### src/rtl/rr_sel_arbiter.sv
// Round-robin arbiter for a 4-source shared bus.
// It produces the registered 2-bit select (sel_a = MSB, sel_b = LSB) that drives the bus decoder.
// sel_valid gates the tristate enables.
// A grant lasts while the owner keeps req and hold high, up to HOLD_MAX cycles.
// After that, the bus rotates to the next requester.
module rr_sel_arbiter #(
  parameter int HOLD_MAX = 4,
  parameter int CW       = 3
) (
  input  logic          clk,
  input  logic          rst,
  input  logic [3:0]    req,
  input  logic          hold,
  output logic          sel_a,
  output logic          sel_b,
  output logic          sel_valid,
  output logic [CW-1:0] owner_cnt
);

  typedef enum logic {
    IDLE  = 1'b0,
    GRANT = 1'b1
  } state_t;

  state_t        state, state_next;
  logic [1:0]    ptr, ptr_next;
  logic [1:0]    sel, sel_next;
  logic          valid_next;
  logic [CW-1:0] cnt_next;

  logic          found;
  logic [1:0]    winner;
  logic [1:0]    idx;
  logic          keep;

  // Rotating search from ptr+1; the previous owner (offset 4 == ptr) is checked last
  always_comb begin
    found  = 1'b0;
    winner = ptr;
    idx    = ptr;
    for (int k = 1; k <= 4; k++) begin
      idx = ptr + 2'(k);
      if (req[idx] && !found) begin
        found  = 1'b1;
        winner = idx;
      end
    end
  end

  // Next-state and next-output decision for the IDLE/GRANT controller
  always_comb begin
    state_next = state;
    ptr_next   = ptr;
    sel_next   = sel;
    valid_next = sel_valid;
    cnt_next   = owner_cnt;
    keep       = req[ptr] && hold && (owner_cnt < CW'(HOLD_MAX));
    case (state)
      IDLE: begin
        if (found) begin
          state_next = GRANT;
          ptr_next   = winner;
          sel_next   = winner;
          valid_next = 1'b1;
          cnt_next   = CW'(1);
        end else begin
          valid_next = 1'b0;
          cnt_next   = '0;
        end
      end
      GRANT: begin
        if (keep) begin
          cnt_next = owner_cnt + CW'(1);
        end else if (found) begin
          ptr_next   = winner;
          sel_next   = winner;
          valid_next = 1'b1;
          cnt_next   = CW'(1);
        end else begin
          state_next = IDLE;
          valid_next = 1'b0;
          cnt_next   = '0;
        end
      end
      default: begin
        state_next = IDLE;
        valid_next = 1'b0;
        cnt_next   = '0;
      end
    endcase
  end

  // State and output registers; synchronous reset restarts the search at source 0
  always_ff @(posedge clk) begin
    if (rst) begin
      state     <= IDLE;
      ptr       <= 2'd3;
      sel       <= 2'd0;
      sel_valid <= 1'b0;
      owner_cnt <= '0;
    end else begin
      state     <= state_next;
      ptr       <= ptr_next;
      sel       <= sel_next;
      sel_valid <= valid_next;
      owner_cnt <= cnt_next;
    end
  end

  assign sel_a = sel[1];
  assign sel_b = sel[0];

endmodule
### config.mk
export PLATFORM = sky130hd
export DESIGN_NAME = rr_sel_arbiter
export DESIGN_NICKNAME = d
export VERILOG_FILES = /design/src/rtl/rr_sel_arbiter.sv
export SDC_FILE = /design/constraint.sdc
export NUM_CORES = 1
export LEC_CHECK = 0
export ABC_AREA = 1
export CAP_MARGIN = 20
export CORE_ASPECT_RATIO = 1.4
export CORE_MARGIN = 3
export CORE_UTILIZATION = 30
export DETAILED_ROUTE_END_ITERATION = 10
export PLACE_DENSITY_LB_ADDON = 0.12
export SLEW_MARGIN = 20
export SYNTH_ARGS = -nofsm -noshare
export SYNTH_HDL_FRONTEND = slang
export SYNTH_SLANG_ARGS = --single-unit
### constraint.sdc
create_clock -name clk -period 1.4 [get_ports clk]
set_clock_uncertainty 0.1 [all_clocks]
set_input_delay 0.42 -clock clk [delete_from_list [all_inputs] [get_ports clk]]
set_output_delay 0.42 -clock clk [all_outputs]
set_load 0.05 [all_outputs]
==> results.json, run 1 <==
{
  "grt.total_usage_pct": 11.2,
  "worstPathCellList": "buf_12 -> inv_8 -> nand2_2 -> nand2_2 -> nand2_2 -> nand2_4 -> inv_2 -> nand3_4 -> nand2_4 -> inv_4 -> nand2_2 -> a21oi_2",
  "tightest_slew_ps": 184,
  "worstReg2RegEnd": "sel[1]$_SDFFE_PP0P_",
  "slew_violations": 0,
  "dpl_cell_area_sq_um": 935,
  "drt_pass1_iterations": 4,
  "post-place-cells": 136,
  "critical_path_class": "reg2reg",
  "drt_drc_violations_left": 0,
  "io_buffers": 12,
  "fin_area_sq_um": 1070,
  "seq_area_frac_synth_pct": 26.5,
  "die_h_microns": 62.4,
  "fin_crit_ps": 1510,
  "required_ps": 1490,
  "multi_input_area_sq_um": 487,
  "final_nets": 132,
  "hold_buffers": 0,
  "power.density_nw_per_um2": 2270,
  "status": "complete, but fails checks",
  "total_power_mw": 2.43,
  "grt_max_degree": 10,
  "mostFrequentLayoutCell": "nand2_1",
  "grtUsageMet1_pct": 12.4,
  "routed-via-count": 650,
  "cpPeakStageDelay_ps": 360,
  "synth.distinct_cells": 17,
  "synth.avg_cell_area_sq_um": 6.88,
  "synth_fa_ha_area_share_pct": 1.84,
  "synthMuxAreaShare_pct": 0,
  "power_leakage_nw": 0.547,
  "critPathLaunch": "ptr[0]$_SDFFE_PP1P_",
  "cp-end-kind": "register",
  "failed_checks": "negative setup slack",
  "finalSetupViolCount": 4,
  "clock-root-buffer": "clkbuf_4",
  "vias_per_cell": 4.51,
  "cp-start-kind": "register",
  "regArea_sq_um": 185,
  "wl_per_cell_microns": 10.4,
  "fp-row-count": 19,
  "clock_latency_ps": 260,
  "fmax_ghz": 0.661,
  "clockBufferDepth": 2,
  "ys_warn_count": 0,
  "cts_tree": "done",
  "grt_use_met2_pct": 17.8,
  "synth_top_area_cell": "dfxtp_1",
  "synth_top_family_by_area": "simple AND/OR/NAND/NOR gates",
  "clock_sink_count": 9,
  "vdd_drop_max_uv": 1490,
  "cts_buffers": 3,
  "min_from": "sel[1]$_SDFFE_PP0P_",
  "antenna_found_initial": 0,
  "worstHoldPathType": "reg2reg",
  "ant_nets": 0,
  "rsz0062_at_grt": "true",
  "fin_util_pct": 51.8,
  "crit_path_top_delay_cell": "dfxtp_4",
  "io_pins": 13,
  "synth_xor_area_share_pct": 1.29,
  "drive_above_1_share_pct": 50.4,
  "reg2regPathDepth": 12,
  "hold_viol_final": 0,
  "finalNonFillerCells": 144,
  "synth_cells": 99,
  "fin_ws_ps": -112,
  "timing.final.crit_share_pct": 108,
  "wirelength_microns": 1500,
  "grt-busiest-layer": "met2",
  "whs_ps": 412,
  "drt_iter0_markers": 8,
  "start_util_pct": 32.9,
  "overflow": 0,
  "die_w_microns": 46.3,
  "grt_pass1_vias": 608,
  "gp_congestion": 0.758,
  "syn_to_final_growth_pct": 57.4,
  "diodes": 0,
  "syn-num-nets": 107,
  "r2r_start": "ptr[0]$_SDFFE_PP1P_",
  "worstPathArrival_ps": 1610,
  "layout_common_cells": "18 x nand2_1, 17 x nand2_2, 11 x nand2_4",
  "synth_top_cell_area_share_pct": 26.5,
  "die_area_sq_um": 2880,
  "htree_num_levels": 1,
  "synthesis.area_sq_um": 681,
  "grt_pass1_wl_microns": 2390,
  "cp_common_cell": "nand2_2",
  "cp_max_fo": 7,
  "core_area_sq_um": 2070,
  "fillers": 217,
  "use_met3_pct": 1.73,
  "place_hpwl_microns": 1120,
  "endpoint": "sel[1]$_SDFFE_PP0P_",
  "ys_ff_latch": 9,
  "clk_pin_slew_ps": 60,
  "r2r_slack_ps": -110,
  "ys_top_cells_by_area": "dfxtp_1 26%, nand2_1 17%, nand2_4 13%",
  "synthSimpleGateAreaFrac_pct": 52.9,
  "synth_compound_area_share_pct": 5.70,
  "drv_cap": 0,
  "max_slew_margin_pct": 87.7
}
[worst min path at each step]
stage	to	slack, ps	depth (start not counted)
floorplan	sel[0]$_SDFFE_PP0P_	390	1
global placement	sel[0]$_SDFFE_PP0P_	400	2
detailed placement	sel[0]$_SDFFE_PP0P_	400	2
CTS	sel[1]$_SDFFE_PP0P_	420	2
global route	sel[1]$_SDFFE_PP0P_	430	2
finish	sel[1]$_SDFFE_PP0P_	410	2
[critical path, delay by kind of cell, from the launching register on]
kind | cells | cell delay [ps]
flip-flops | 1 | 360
buffers and inverters | 4 | 320
AO/OA/AOI/OAI | 1 | 120
AND/OR/NAND/NOR | 7 | 530
[layer usage]
| layer | vias to the layer above | routed length, microns | part of all wire [%] |
|---|---|---|---|
| li1 | 350 | - | - |
| met1 | 281 | 601 | 40 |
| met2 | 14 | 777 | 52 |
| met3 | 5 | 65 | 4.3 |
| met4 | 0 | 55 | 3.7 |
| met5 | - | 0 | 0 |
[state kept, by name, summed over array words and instances, names as in the netlist]
name       count
owner_cnt      3
ptr            2
sel            2
sel_valid      1
state          1
[final cells by class]
cell class              count  area share (%)
clock buffers               4            2.45
multi-input cells          72            45.4
repair buffers             21            25.5
inverters                  17            6.89
well taps                  21            2.45
flip-flops and latches      9            17.3
[power breakdown]
part	leakage, nW	total, mW	internal (mW)	switching, mW
Sequential	0.0747	0.426	0.342	0.0836
Clock	0.0150	0.196	0.110	0.0861
Combinational	0.457	1.81	0.785	1.03
[cell families (layout without fill, tap and decap cells)]
logic type / count (synthesis) / count (layout)
and+or+nand+nor: 63 / 63
buffers and inverters: 18 / 42
DFF: 9 / 9
AOI/OAI and AO/OA: 7 / 7
adders and majority gates: 1 / 1
xor gates and xnor gates: 1 / 1
[stage by stage]
stage          setup TNS, ps  setup WS [ps]
2_1_floorplan              0           1.22
3_3_place_gp           -4140           -536
3_5_place_dp           -4250           -550
4_1_cts                 -476           -116
5_1_grt                -1220           -196
6_report                -411           -112
[synth_stat cells]
cell type  number
nand2_1        30
inv_6           1
nor2_8          1
inv_1          12
nand3_4         1
o21ai_2         1
buf_6           1
and3_1          1
xnor2_1         1
inv_2           4
ha_1            1
a21oi_1         6
nand2_2         8
nand2_4         8
dfxtp_1         9
nor2_1          5
nand3_1         9
[timing repair]
action	4_1_cts	5_1_grt
cloned	0	1
setup endpoints to repair	9	9
pin swaps	13	7
hold endpoints to repair	0	0
buffers inserted	1	2
gates resized for setup	19	9
Power figures use the tool's default switching activity.
==> run 2, diff against run 1 <==
--- a/config.mk
+++ b/config.mk
@@ -8,7 +8,6 @@
 export ABC_AREA = 1
 export CAP_MARGIN = 20
 export CORE_ASPECT_RATIO = 1.4
-export CORE_MARGIN = 3
 export CORE_UTILIZATION = 30
 export DETAILED_ROUTE_END_ITERATION = 10
 export PLACE_DENSITY_LB_ADDON = 0.12
==> run 2 against run 1 <==
The run still ends with negative setup slack left. Cell count rose by 1.4%. Sequential power is essentially flat. Cell area fell by 0.47%. Worst setup slack got worse by 7.3 ps. Total power fell by 1.6%. Global-route usage increased by 2.2 points. Clock-buffer cell count did not move. First-iteration DRC count decreased by 13%. Maximum frequency down 0.48%. Via count increased by 2.3%.
==> results.json, run 2 (same netlist as run 1, synthesis figures left out) <==
{
  "status": "complete, but fails checks",
  "failed_checks": "negative setup slack",
  "grt_pass1_wl_microns": 2530,
  "drive_above_1_share_pct": 51.6,
  "drv_cap": 0,
  "syn_to_final_growth_pct": 56.6,
  "drt_pass1_iterations": 4,
  "fmax_ghz": 0.658,
  "cts_tree": "done",
  "wl_per_cell_microns": 10.4,
  "fin_area_sq_um": 1070,
  "grt.total_usage_pct": 13.4,
  "start_util_pct": 31.6,
  "die_w_microns": 42.3,
  "clock_latency_ps": 250,
  "multi_input_area_sq_um": 490,
  "crit_path_top_delay_cell": "dfxtp_2",
  "clock-root-buffer": "clkbuf_4",
  "core_area_sq_um": 2150,
  "timing.final.crit_share_pct": 109,
  "slew_violations": 0,
  "clock_sink_count": 9,
  "drt_iter0_markers": 7,
  "fillers": 229,
  "io_pins": 13,
  "critical_path_class": "reg2reg",
  "largest_reg_flops": 3,
  "wirelength_microns": 1520,
  "power.density_nw_per_um2": 2240,
  "dpl_cell_area_sq_um": 936,
  "finalNonFillerCells": 146,
  "tightest_slew_ps": 187,
  "rsz0062_at_grt": "true",
  "cp_max_fo": 9,
  "hold_viol_final": 0,
  "htree_num_levels": 1,
  "drt_drc_violations_left": 0,
  "overflow": 0,
  "fp-row-count": 20,
  "hold_buffers": 0,
  "fin_crit_ps": 1520,
  "cp_common_cell": "nand2_2",
  "total_power_mw": 2.39,
  "regArea_sq_um": 188,
  "die_area_sq_um": 2470,
  "reg_top3": "owner_cnt: 3 flops, ptr: 2 flops, sel: 2 flops",
  "max_slew_margin_pct": 87.5,
  "worstHoldPathType": "reg2reg",
  "whs_ps": 372,
  "final_nets": 133,
  "mostFrequentLayoutCell": "nand2_1",
  "power_leakage_nw": 0.538,
  "post-place-cells": 137,
  "worstPathArrival_ps": 1610,
  "cp-start-kind": "register",
  "required_ps": 1490,
  "cpPeakStageDelay_ps": 320,
  "vdd_drop_max_uv": 1160,
  "clockBufferDepth": 2,
  "io_buffers": 12,
  "fin_ws_ps": -119,
  "routed-via-count": 665,
  "layout_common_cells": "21 x nand2_1, 15 x nand2_2, 11 x inv_1",
  "vias_per_cell": 4.55,
  "finalSetupViolCount": 9,
  "cp-end-kind": "register",
  "die_h_microns": 58.4,
  "gp_congestion": 0.772,
  "grt_max_degree": 10,
  "clk_pin_slew_ps": 60,
  "ant_nets": 0,
  "top_register": "owner_cnt",
  "place_hpwl_microns": 1140,
  "worstPathCellList": "buf_12 -> inv_8 -> nand2_1 -> nand2_2 -> nand2_2 -> o21ai_4 -> inv_1 -> nand2_2 -> nand2_4 -> inv_2 -> nand2_2 -> a21oi_2",
  "cts_buffers": 3,
  "antenna_found_initial": 0,
  "grt_pass1_vias": 653,
  "diodes": 0
}
[run 2: cell count changes in the layout (fill, tap and decap cells not counted), sizes merged]
cell    change
buf         +2
clkbuf      -1
[run 2: cell type report]
| cell class | instances | share of cell area (%) |
|---|---|---|
| multi-input cells | 72 | 46.0 |
| repair buffers | 22 | 24.6 |
| flip-flops and latches | 9 | 17.6 |
| inverters | 17 | 6.69 |
| well taps | 22 | 2.58 |
| clock buffers | 4 | 2.46 |
[run 2: critical path, delay by kind of cell (launching register included)]
family / cells / cell delay, ps
and+or+nand+nor: 6 / 460
buffers and inverters: 4 / 350
DFF: 1 / 320
AOI/OAI and AO/OA: 2 / 220
[run 2: routing by layer]
metal	wire, microns	global-route usage, %	vias up	part of all wire [%]
li1	-	-	355	-
met1	578	13.3	301	38
met2	892	25.7	7	59
met3	31	0.920	2	2.0
met4	16	9.38	0	1.1
met5	0	0	-	0
[run 2: power by group]
group	internal [mW]	switching, mW	leakage [nW]	total, mW
clock	0.109	0.0839	0.0150	0.193
sequential	0.345	0.0803	0.0752	0.425
combinational	0.750	1.02	0.448	1.77
total	1.20	1.19	0.538	2.39
[run 2: what timing repair did]
item / CTS / global route
pin swaps: 11 / 4
setup endpoints to repair: 9 / 10
setup buffers: 3 / 2
resized for setup: 15 / 12
[run 2: worst paths after layout]
| path | from | to | slack (ps) | cells after the start |
|---|---|---|---|---|
| setup / recovery | ptr[0]$_SDFFE_PP1P_ | sel[1]$_SDFFE_PP0P_ | -120 | 12 |
| hold / removal | owner_cnt[0]$_SDFF_PP0_ | owner_cnt[0]$_SDFF_PP0_ | 370 | 1 |
| setup reg to reg | ptr[0]$_SDFFE_PP1P_ | sel[1]$_SDFFE_PP0P_ | -120 | 12 |
| hold reg to reg | owner_cnt[0]$_SDFF_PP0_ | owner_cnt[0]$_SDFF_PP0_ | 370 | 1 |
[run 2: per-stage QoR]
step	setup slack, ps	utilization, %	setup TNS [ps]
6_report	-119	49.5	-819
5_1_grt	-215	49.5	-1660
3_3_place_gp	-528	43.5	-4050
3_5_place_dp	-534	43.5	-4150
4_1_cts	-124	47.1	-707
2_1_floorplan	1.22	-	0
